[src/rtl/mem_port_arbiter.sv]
// Arbitrates one fixed-latency single-port memory between fetch and load/store, MEM first.
// Latency MEM_LAT+1 cycles per access; pipe_stall holds the pipeline until every need is done.
module mem_port_arbiter #(
    parameter int ADDR_W  = 32,
    parameter int DATA_W  = 32,
    parameter int MEM_LAT = 2
) (
    input  logic              clk,
    input  logic              rst_n,
    input  logic              if_req,
    input  logic [ADDR_W-1:0] if_addr,
    output logic              if_ready,
    output logic [DATA_W-1:0] if_rdata,
    input  logic [1:0]        mem_M,
    input  logic [ADDR_W-1:0] mem_addr,
    input  logic [DATA_W-1:0] mem_wdata,
    output logic              mem_ready,
    output logic [DATA_W-1:0] mem_rdata,
    output logic              pipe_stall,
    output logic              ram_en,
    output logic              ram_we,
    output logic [ADDR_W-1:0] ram_addr,
    output logic [DATA_W-1:0] ram_wdata,
    input  logic [DATA_W-1:0] ram_rdata
);
    typedef enum logic {IDLE, BUSY} state_t;

    localparam int CNT_W = 4;
    localparam logic [CNT_W-1:0] LAST = CNT_W'(MEM_LAT - 1);

    state_t           state;
    logic [CNT_W-1:0] cnt;
    logic             mem_done;
    logic             if_done;
    logic             owner_mem;
    logic             lat_we;
    logic             mem_need;
    logic             if_need;

    assign mem_need   = |mem_M;
    assign if_need    = if_req;
    assign pipe_stall = (mem_need & ~mem_done) | (if_need & ~if_done);
    assign if_ready   = if_done;
    assign mem_ready  = mem_done;

    always_ff @(posedge clk) begin
        if (!rst_n) begin
            state     <= IDLE;
            cnt       <= '0;
            mem_done  <= 1'b0;
            if_done   <= 1'b0;
            owner_mem <= 1'b0;
            lat_we    <= 1'b0;
            ram_en    <= 1'b0;
            ram_we    <= 1'b0;
            ram_addr  <= '0;
            ram_wdata <= '0;
            if_rdata  <= '0;
            mem_rdata <= '0;
        end else begin
            // Advance clears first so a completion on the same edge still sets its flag.
            if (!pipe_stall) begin
                mem_done <= 1'b0;
                if_done  <= 1'b0;
            end
            case (state)
                IDLE: begin
                    if (mem_need && !mem_done) begin
                        state     <= BUSY;
                        cnt       <= '0;
                        owner_mem <= 1'b1;
                        lat_we    <= mem_M[0];
                        ram_en    <= 1'b1;
                        ram_we    <= mem_M[0];
                        ram_addr  <= mem_addr;
                        ram_wdata <= mem_wdata;
                    end else if (if_need && !if_done) begin
                        state     <= BUSY;
                        cnt       <= '0;
                        owner_mem <= 1'b0;
                        lat_we    <= 1'b0;
                        ram_en    <= 1'b1;
                        ram_we    <= 1'b0;
                        ram_addr  <= if_addr;
                    end
                end
                BUSY: begin
                    if (cnt == LAST) begin
                        state  <= IDLE;
                        ram_en <= 1'b0;
                        ram_we <= 1'b0;
                        if (owner_mem) begin
                            mem_done <= 1'b1;
                            if (!lat_we) mem_rdata <= ram_rdata;
                        end else begin
                            if_done  <= 1'b1;
                            if_rdata <= ram_rdata;
                        end
                    end else begin
                        cnt <= cnt + 1'b1;
                    end
                end
                default: state <= IDLE;
            endcase
        end
    end
endmodule

[config.mk]
export PLATFORM = sky130hd
export DESIGN_NAME = mem_port_arbiter
export DESIGN_NICKNAME = d
export VERILOG_FILES = /design/src/rtl/mem_port_arbiter.sv
export SDC_FILE = /design/constraint.sdc
export NUM_CORES = 1
export LEC_CHECK = 0
export BUFFER_PORTS_ARGS = -buffer_cell sky130_fd_sc_hd__buf_2
export CAP_MARGIN = 5
export CORE_MARGIN = 1.5
export CORE_UTILIZATION = 47
export DETAILED_ROUTE_END_ITERATION = 16
export HOLD_SLACK_MARGIN = 0.15
export PLACE_DENSITY = 0.81
export SYNTH_ARGS = -nofsm -noshare
export SYNTH_HDL_FRONTEND = slang
export SYNTH_SLANG_ARGS = --single-unit
[constraint.sdc]
create_clock -name clk -period 2.3 [get_ports clk]
set_input_delay 0.23 -clock clk [delete_from_list [all_inputs] [get_ports clk]]
set_output_delay 0.23 -clock clk [all_outputs]
set_load 0.05 [all_outputs]
# After elaboration in Yosys (flattened, before gate mapping)
# Cells that the tools add are included.
# op_classes
n_addsub	1
n_eq_ne	4
n_mux	26
bitwise_logic	8
n_reduce_logical	12
# ops
cell	n
two-way mux 32 bit	2
two-way mux 1 bit	17
two-way mux 4 bit	3
one-hot mux 4 bit (2 select lines)	1
AND reduction 2 bit	4
one-hot mux 1 bit (2 select lines)	3
NOT 1 bit	5
adder 4 x 1 -> 4 bit (second input constant)	1
== test 4 x 1 -> 1 bit (second input constant)	1
AND reduction 4 bit	1
inequality test 3 bit (second input constant)	1
AND reduction 3 bit	1
AND 1 bit	2
logical AND 1 bit	2
logical NOT 1 bit	2
inequality test 2 x 1 -> 1 bit (second input constant)	1
inequality test 2 bit (second input constant)	1
nonzero test 2 bit	1
OR reduction 2 bit	1
bitwise OR 1 bit	1
# word_totals
register_bits	139
input_bits	133
output_inout_bits	133
wordCells	63

# Logic depth before layout (Yosys ltp)
# Gate-level depths: netlist of run 1.
# depth
word_depth	7
depth_mapped	6
mapped_depth_nobuf	5

# Worst setup path before layout of run 1
# OpenSTA, ideal clock, no wires.
# synth_path
kind	reg-to-output
start	reg mem_done, in the netlist mem_ready
end	out pipe_stall
t_arrival_ps	1624
required_time_ps	2070
slack_ps	446
stages_incl_launch_ff	5
n_path_buf	2
path_cell_list	dfxtp_1 -> o21ba_2 -> buf_2 -> clkbuf_1 -> a21o_1
# synth_via
elab_chain_cells	3
# synth_lines
item	line	rtl
start: declaration	33	logic mem_done;
start signal: assignment	50	mem_done <= 1'b0;
start signal: assignment	63	mem_done <= 1'b0;
start signal: assignment	93	mem_done <= 1'b1;
NOT 1 bit	42	assign pipe_stall = (mem_need & ~mem_done) | (if_need & ~if_done);
AND 1 bit	42	
bitwise OR 1 bit	42	
end: declaration	19	output logic pipe_stall,
# Every way passes these cells.

# Worst setup path after layout of run 1
# layout_path
start	in if_req
end	reg ram_addr[17]
# layout_via
elab_chain_cells	3
# layout_lines
item	line	rtl
start: declaration	10	input logic if_req,
logical AND 1 bit	77	end else if (if_need && !if_done) begin
nonzero test 2 bit (no line)	-	
AND reduction 2 bit (no line)	-	
end signal: assignment	75	ram_addr <= mem_addr;
end signal: assignment	84	ram_addr <= if_addr;
end: declaration	22	output logic [ADDR_W-1:0] ram_addr,
# Every way passes these cells.
# A chain may end at the register's enable or synchronous reset.

==> flow_summary.toml, run 1 <==
[routing]
drt-initial-drc-count = 748
ant_nets = 0
wl_per_cell_um = 18.1
wl_um = 21000
vias_per_cell = 5.67
drc_errors = 0
vias = 6558
first_pass_iters = 5

[setup_path]
crit_type = "input pin to flip-flop"
worstSetupEndpointType = "flip-flop"
r2r-end = "ram_addr[17]"
cp_max_fo = 32
reg2reg_slack_ps = 40
crit_path_start = "if_req"
cp-start-kind = "input pin"
r2r_cells = 5
endpoint = "ram_addr[17]"
crit_required_ps = 2640
arrival_ps = 2640
r2r_start = "mem_ready"

[layout]
nets = 1135
area_growth_pct = 58.1
layout-drive-gt1-share = 0.322
antenna_cells = 0

[global_route]
grtUsageMet3 = 0.0921
grt_pass1_vias = 6473
grt_use_total = 0.317
gr-usage-met1 = 0.349
busiest_layer = "met2"
overflow = 0
met2_usage = 0.560
grt_first_pass_wirelength_um = 32200
grt_max_degree = 106
antenna_found_initial = 0

[yosys]
synth_nets = 766
async_reset_ff_frac = 0
synthCells = 631
synth_xor_area_frac = 0
synth.top_cell.area_share = 0.490
synth_common_cells = "165 x nand2_1, 139 x dfxtp_1, 64 x mux2i_1"
syn_area_per_cell_sq_um = 9.00
synthAdderAreaFrac = 0.00441
synthSimpleGateAreaFrac = 0.164
synth-main-ff-cell = "dfxtp_1"
synth_most_common_cell = "nand2_1"
synth_mux_area_frac = 0.113
yosysUniqueCellTypes = 41
synth_top_family_by_area = "compound AO/OA/AOI/OAI gates"
ys_warn_count = 0
yosys.area.top_type = "dfxtp_1"
synth_area_leaders = "dfxtp_1 49%, mux2i_1 11%, nand2_1 11%, a311oi_1 4.9%, a211oi_1 4.5%"
synth_edf_count = 0
yosysSeqAreaShare = 0.490
yosys_register_bits = 139
synth_compound_area_frac = 0.173
synth.cell_area_sq_um = 5680

[timing]
tns_ps = 0
rsz0062_at_grt = "yes"
setup_viol = 0
finClkSkew_ps = 13.5
tightest_slew_ps = 621
slew_headroom = 0.585
layout_worst_path_cycle_share = 1.00
fmax_mhz = 435
timing.final.crit_period_ps = 2300
final_hold_viol_count = 0
slew_viol_final = 0

[clocking]
cts.htree.levels = 4
insertion_delay_ps = 410
cts.clk_slew.worst_paths_ps = 60
cts_tree = "built"
postCtsSetupBuffers = 0
cts-root-buf = "clkbuf_16"
cts_buffer_depth = 2
numClockSinks = 139
cts_made_buffers = 17

[placement]
place_congestion = 0.819
dpl.hpwl_um = 10500
portBuffers = 265

[power]
p_total_mw = 6.81
power.density_nw_per_um2 = 758
leakage_nw = 4.29
ir_drop_mv = 0.588

[min_path]
hold_path.class = "input pin to flip-flop"

[flow_run]
drv_cap = 0

[floorplan]
die_h_um = 113
start_util = 0.489
fp.dieArea_sq_um = 12800
io_pins = 266
dieWidth_um = 113
core-area_sq_um = 11600
rows = 39

[status]
outcome = "finished, final reports clean"
## sequential cells by signal, summed over array words and instances, names as in the netlist
register   cells
if_rdata      32
mem_rdata     32
ram_addr      32
ram_wdata     32
cnt            4
if_ready       1
lat_we         1
mem_ready      1
owner_mem      1
ram_en         1
ram_we         1
state          1
## through the flow
stage,setup slack [ps],utilization,instances,hold slack (ps),area (sq um)
4_1_cts,77.7,0.771,1155,310,8950
6_report,0.802,0.774,1156,349,8980
3_5_place_dp,548,0.612,994,447,7110
5_1_grt,-34.5,0.774,1156,339,8980
3_3_place_gp,587,0.612,994,438,7110
2_1_floorplan,446,-,631,378,5680
## logic make-up (layout without fill, tap and decap cells)
family	Yosys count	count (layout)
AOI/OAI and AO/OA	145	146
adders and majority gates	2	2
buffers and inverters	67	448
DFF	139	139
muxes	64	64
and+or+nand+nor	214	214
## layout make-up
cell class              instances  area (sq um)
multi-input cells             426          2610
inverters                       7          28.8
clock buffers                  22           484
fillers                       674          2630
repair buffers                409          2830
clock inverters                10          67.6
well taps                     143           179
flip-flops and latches        139          2780
## report_power, final
part | internal, mW | total, mW | switching, mW
sequential | 2.56 | 2.65 | 0.0926
clock | 1.49 | 2.52 | 1.04
combinational | 0.582 | 1.63 | 1.05
total | 4.63 | 6.81 | 2.18
## worst min-delay path by stage
stage | from | to | depth (start not counted)
global placement | if_rdata[8] | if_rdata[8] | 2
global route | mem_M[0] | ram_we | 4
CTS | mem_M[0] | ram_we | 4
floorplan | mem_wdata[0] | ram_wdata[0] | 2
finish | mem_M[0] | ram_we | 4
detailed placement | if_rdata[10] | if_rdata[10] | 2
## per-layer routing
| metal | part of all wire | vias up | wire length, um |
|---|---|---|---|
| met1 | 0.38 | 3072 | 7890 |
| met4 | 0.041 | 0 | 869 |
| met3 | 0.088 | 86 | 1850 |
| met2 | 0.49 | 436 | 10400 |
| met5 | 0 | - | 0 |
| li1 | - | 2964 | - |
## timing repair
action | CTS | global route
hold buffers | 129 | 0
endpoints found under the hold margin | 129 | 0
gates resized for setup | 0 | 6
setup endpoints to repair | 0 | 31
## critical path, stage by stage
cell and delay, ps:
dlygate4sd3_1 540, buf_2 160, nor3b_4 150, buf_4 190, a21o_2 270, buf_12 190
a311oi_1 290, dlygate4sd3_1 600
## cell usage in the layout, fill, tap and decap left out, drive strengths merged, types with 2 or more instances in the layout
| cell type | netlist | routed |
|---|---|---|
| a211oi | 34 | 34 |
| a21o | 2 | 2 |
| a21oi | 32 | 32 |
| a311oi | 32 | 32 |
| buf | 30 | 280 |
| clkbuf | 30 | 22 |
| clkinv | 1 | 9 |
| dfxtp | 139 | 139 |
| dlygate4sd3 | 0 | 129 |
| ha | 2 | 2 |
| inv | 6 | 7 |
| mux2i | 64 | 64 |
| nand2 | 165 | 165 |
| nand3 | 34 | 34 |
| nand4b | 2 | 2 |
| nor2 | 3 | 3 |
| nor3b | 2 | 2 |
| o21a | 3 | 3 |
| o21ai | 32 | 32 |
| o21ba | 1 | 2 |
| o31ai | 2 | 2 |
Power figures use the tool's default switching activity.
==> inputs of run 2 (changes only) <==
--- a/config.mk
+++ b/config.mk
@@ -8,10 +8,10 @@
 export BUFFER_PORTS_ARGS = -buffer_cell sky130_fd_sc_hd__buf_2
 export CAP_MARGIN = 5
 export CORE_MARGIN = 1.5
-export CORE_UTILIZATION = 47
+export CORE_UTILIZATION = 50
 export DETAILED_ROUTE_END_ITERATION = 16
 export HOLD_SLACK_MARGIN = 0.15
-export PLACE_DENSITY = 0.81
+export PLACE_DENSITY = 0.85
 export SYNTH_ARGS = -nofsm -noshare
 export SYNTH_HDL_FRONTEND = slang
 export SYNTH_SLANG_ARGS = --single-unit
==> constraint.sdc (replaced) <==
create_clock -name clk -period 2.67 [get_ports clk]
set_input_delay 0.267 -clock clk [delete_from_list [all_inputs] [get_ports clk]]
set_output_delay 0.267 -clock clk [all_outputs]
set_load 0.05 [all_outputs]
==> flow_summary.toml, run 2 (synthesized netlist as in run 1, its figures left out) <==
[global_route]
grt_pass1_vias = 6418
grt_max_degree = 76
overflow = 0
antenna_found_initial = 0
grt_first_pass_wirelength_um = 31400
grt_use_total = 0.343

[timing]
tns_ps = 0
layout_worst_path_cycle_share = 0.942
slew_headroom = 0.576
rsz0062_at_grt = "no"
fmax_mhz = 398
tightest_slew_ps = 635
final_hold_viol_count = 0
setup_viol = 0
finClkSkew_ps = 11.3
timing.final.crit_period_ps = 2510
slew_viol_final = 0

[layout]
antenna_cells = 0
layout-drive-gt1-share = 0.319
nets = 1125
area_growth_pct = 55.7
final_common_cell = "buf_2"
final_cell_mix = "265 x buf_2, 165 x nand2_1, 139 x dfxtp_1"

[routing]
ant_nets = 0
vias_per_cell = 5.63
drc_errors = 0
wl_per_cell_um = 18.4
wl_um = 21000
drt-initial-drc-count = 551
vias = 6434
first_pass_iters = 7

[floorplan]
rows = 38
core-area_sq_um = 10900
fp.dieArea_sq_um = 12000
io_pins = 266
dieWidth_um = 110
die_h_um = 110
start_util = 0.519

[power]
switching_share = 0.311
power.density_nw_per_um2 = 681
leakage_nw = 4.23
pwr-share-comb = 0.227
switchingPower_mw = 1.88
p_total_mw = 6.03
seqPwrFrac = 0.379
clkPwrFrac = 0.394
ir_drop_mv = 0.501
intPower_mw = 4.15

[clocking]
cts.clk_slew.worst_paths_ps = 60
cts_resized = 0
cts-root-buf = "clkbuf_16"
cts.htree.levels = 4
cts_made_buffers = 17
cts_buffer_depth = 2
insertion_delay_ps = 420
numClockSinks = 139
cts_tree = "built"

[setup_path]
cp-start-kind = "flip-flop"
worstSetupEndpointType = "flip-flop"
crit_required_ps = 3020
reg2reg_slack_ps = 160
arrival_ps = 2870
cp_max_fo = 41
crit_type = "flip-flop to flip-flop"

[placement]
dpl.hpwl_um = 10500
portBuffers = 265
place_congestion = 0.834

[flow_run]
drv_cap = 0

[min_path]
hold_path.class = "input pin to flip-flop"

[status]
outcome = "finished, final reports clean"
run 2: cell types whose count changed in the layout (fill, tap and decap cells not counted), sizes merged:
| cell | previous run | this run |
|---|---|---|
| buf | 280 | 278 |
| dlygate4sd3 | 129 | 122 |
| inv | 7 | 8 |
| o21ba | 2 | 1 |
| bufinv | 0 | 2 |
| clkinv | 9 | 6 |
run 2: worst paths after layout:
check | from | endpoint | cells after the start
setup reg to reg | state | ram_addr[13] | 6
hold / removal | mem_addr[24] | ram_addr[24] | 3
hold reg to reg | if_rdata[10] | if_rdata[10] | 2
setup / recovery | state | ram_addr[13] | 6
run 2: cell type report:
type,instances,area [sq um]
Clock buffer,22,484
Timing Repair Buffer,400,2670
Clock inverter,10,114
Fill cell,599,2090
Sequential cell,139,2780
Multi-Input combinational cell,425,2590
Inverter,7,26.3
Tap cell,140,175
run 2: through the flow:
stage | utilization | hold slack (ps) | setup WS, ps | instances | cell area [sq um]
4_1_cts | 0.809 | 151 | 316 | 1143 | 8840
6_report | 0.809 | 162 | 155 | 1143 | 8840
5_1_grt | 0.809 | 160 | 78.7 | 1143 | 8840
2_1_floorplan | - | 415 | 779 | 631 | 5680
3_3_place_gp | 0.642 | 440 | 767 | 989 | 7020
3_5_place_dp | 0.642 | 446 | 698 | 989 | 7020
run 2: power groups by stage:
stage / Sequential, mW / Clock [mW] / Combinational, mW
2_1_floorplan: 2.73 / 0 / 0.398
3_3_place_gp: 2.31 / 0 / 1.12
3_5_place_dp: 2.31 / 0 / 1.13
4_1_cts: 2.27 / 2.40 / 1.31
5_1_grt: 2.29 / 2.49 / 1.44
6_report: 2.28 / 2.38 / 1.37
run 2: timing repair:
action | in CTS | in global routing
hold buffers | 122 | 0
buffers inserted | 0 | 0
hold endpoints to repair | 115 | 0
run 2: worst max-delay path, stage by stage, from the launching register on:
cell and delay (ps):
dfxtp_1 340, buf_4 390, inv_2 230, a21o_1 280, buf_4 280, a311oi_1 290, dlygate4sd3_1 610
run 2: per-layer routing:
| metal | share of wire | track usage | up-vias |
|---|---|---|---|
| met2 | 0.50 | 0.594 | 399 |
| li1 | - | - | 2955 |
| met5 | 0 | 0 | - |
| met4 | 0.049 | 0.206 | 0 |
| met3 | 0.094 | 0.115 | 93 |
| met1 | 0.36 | 0.359 | 2987 |
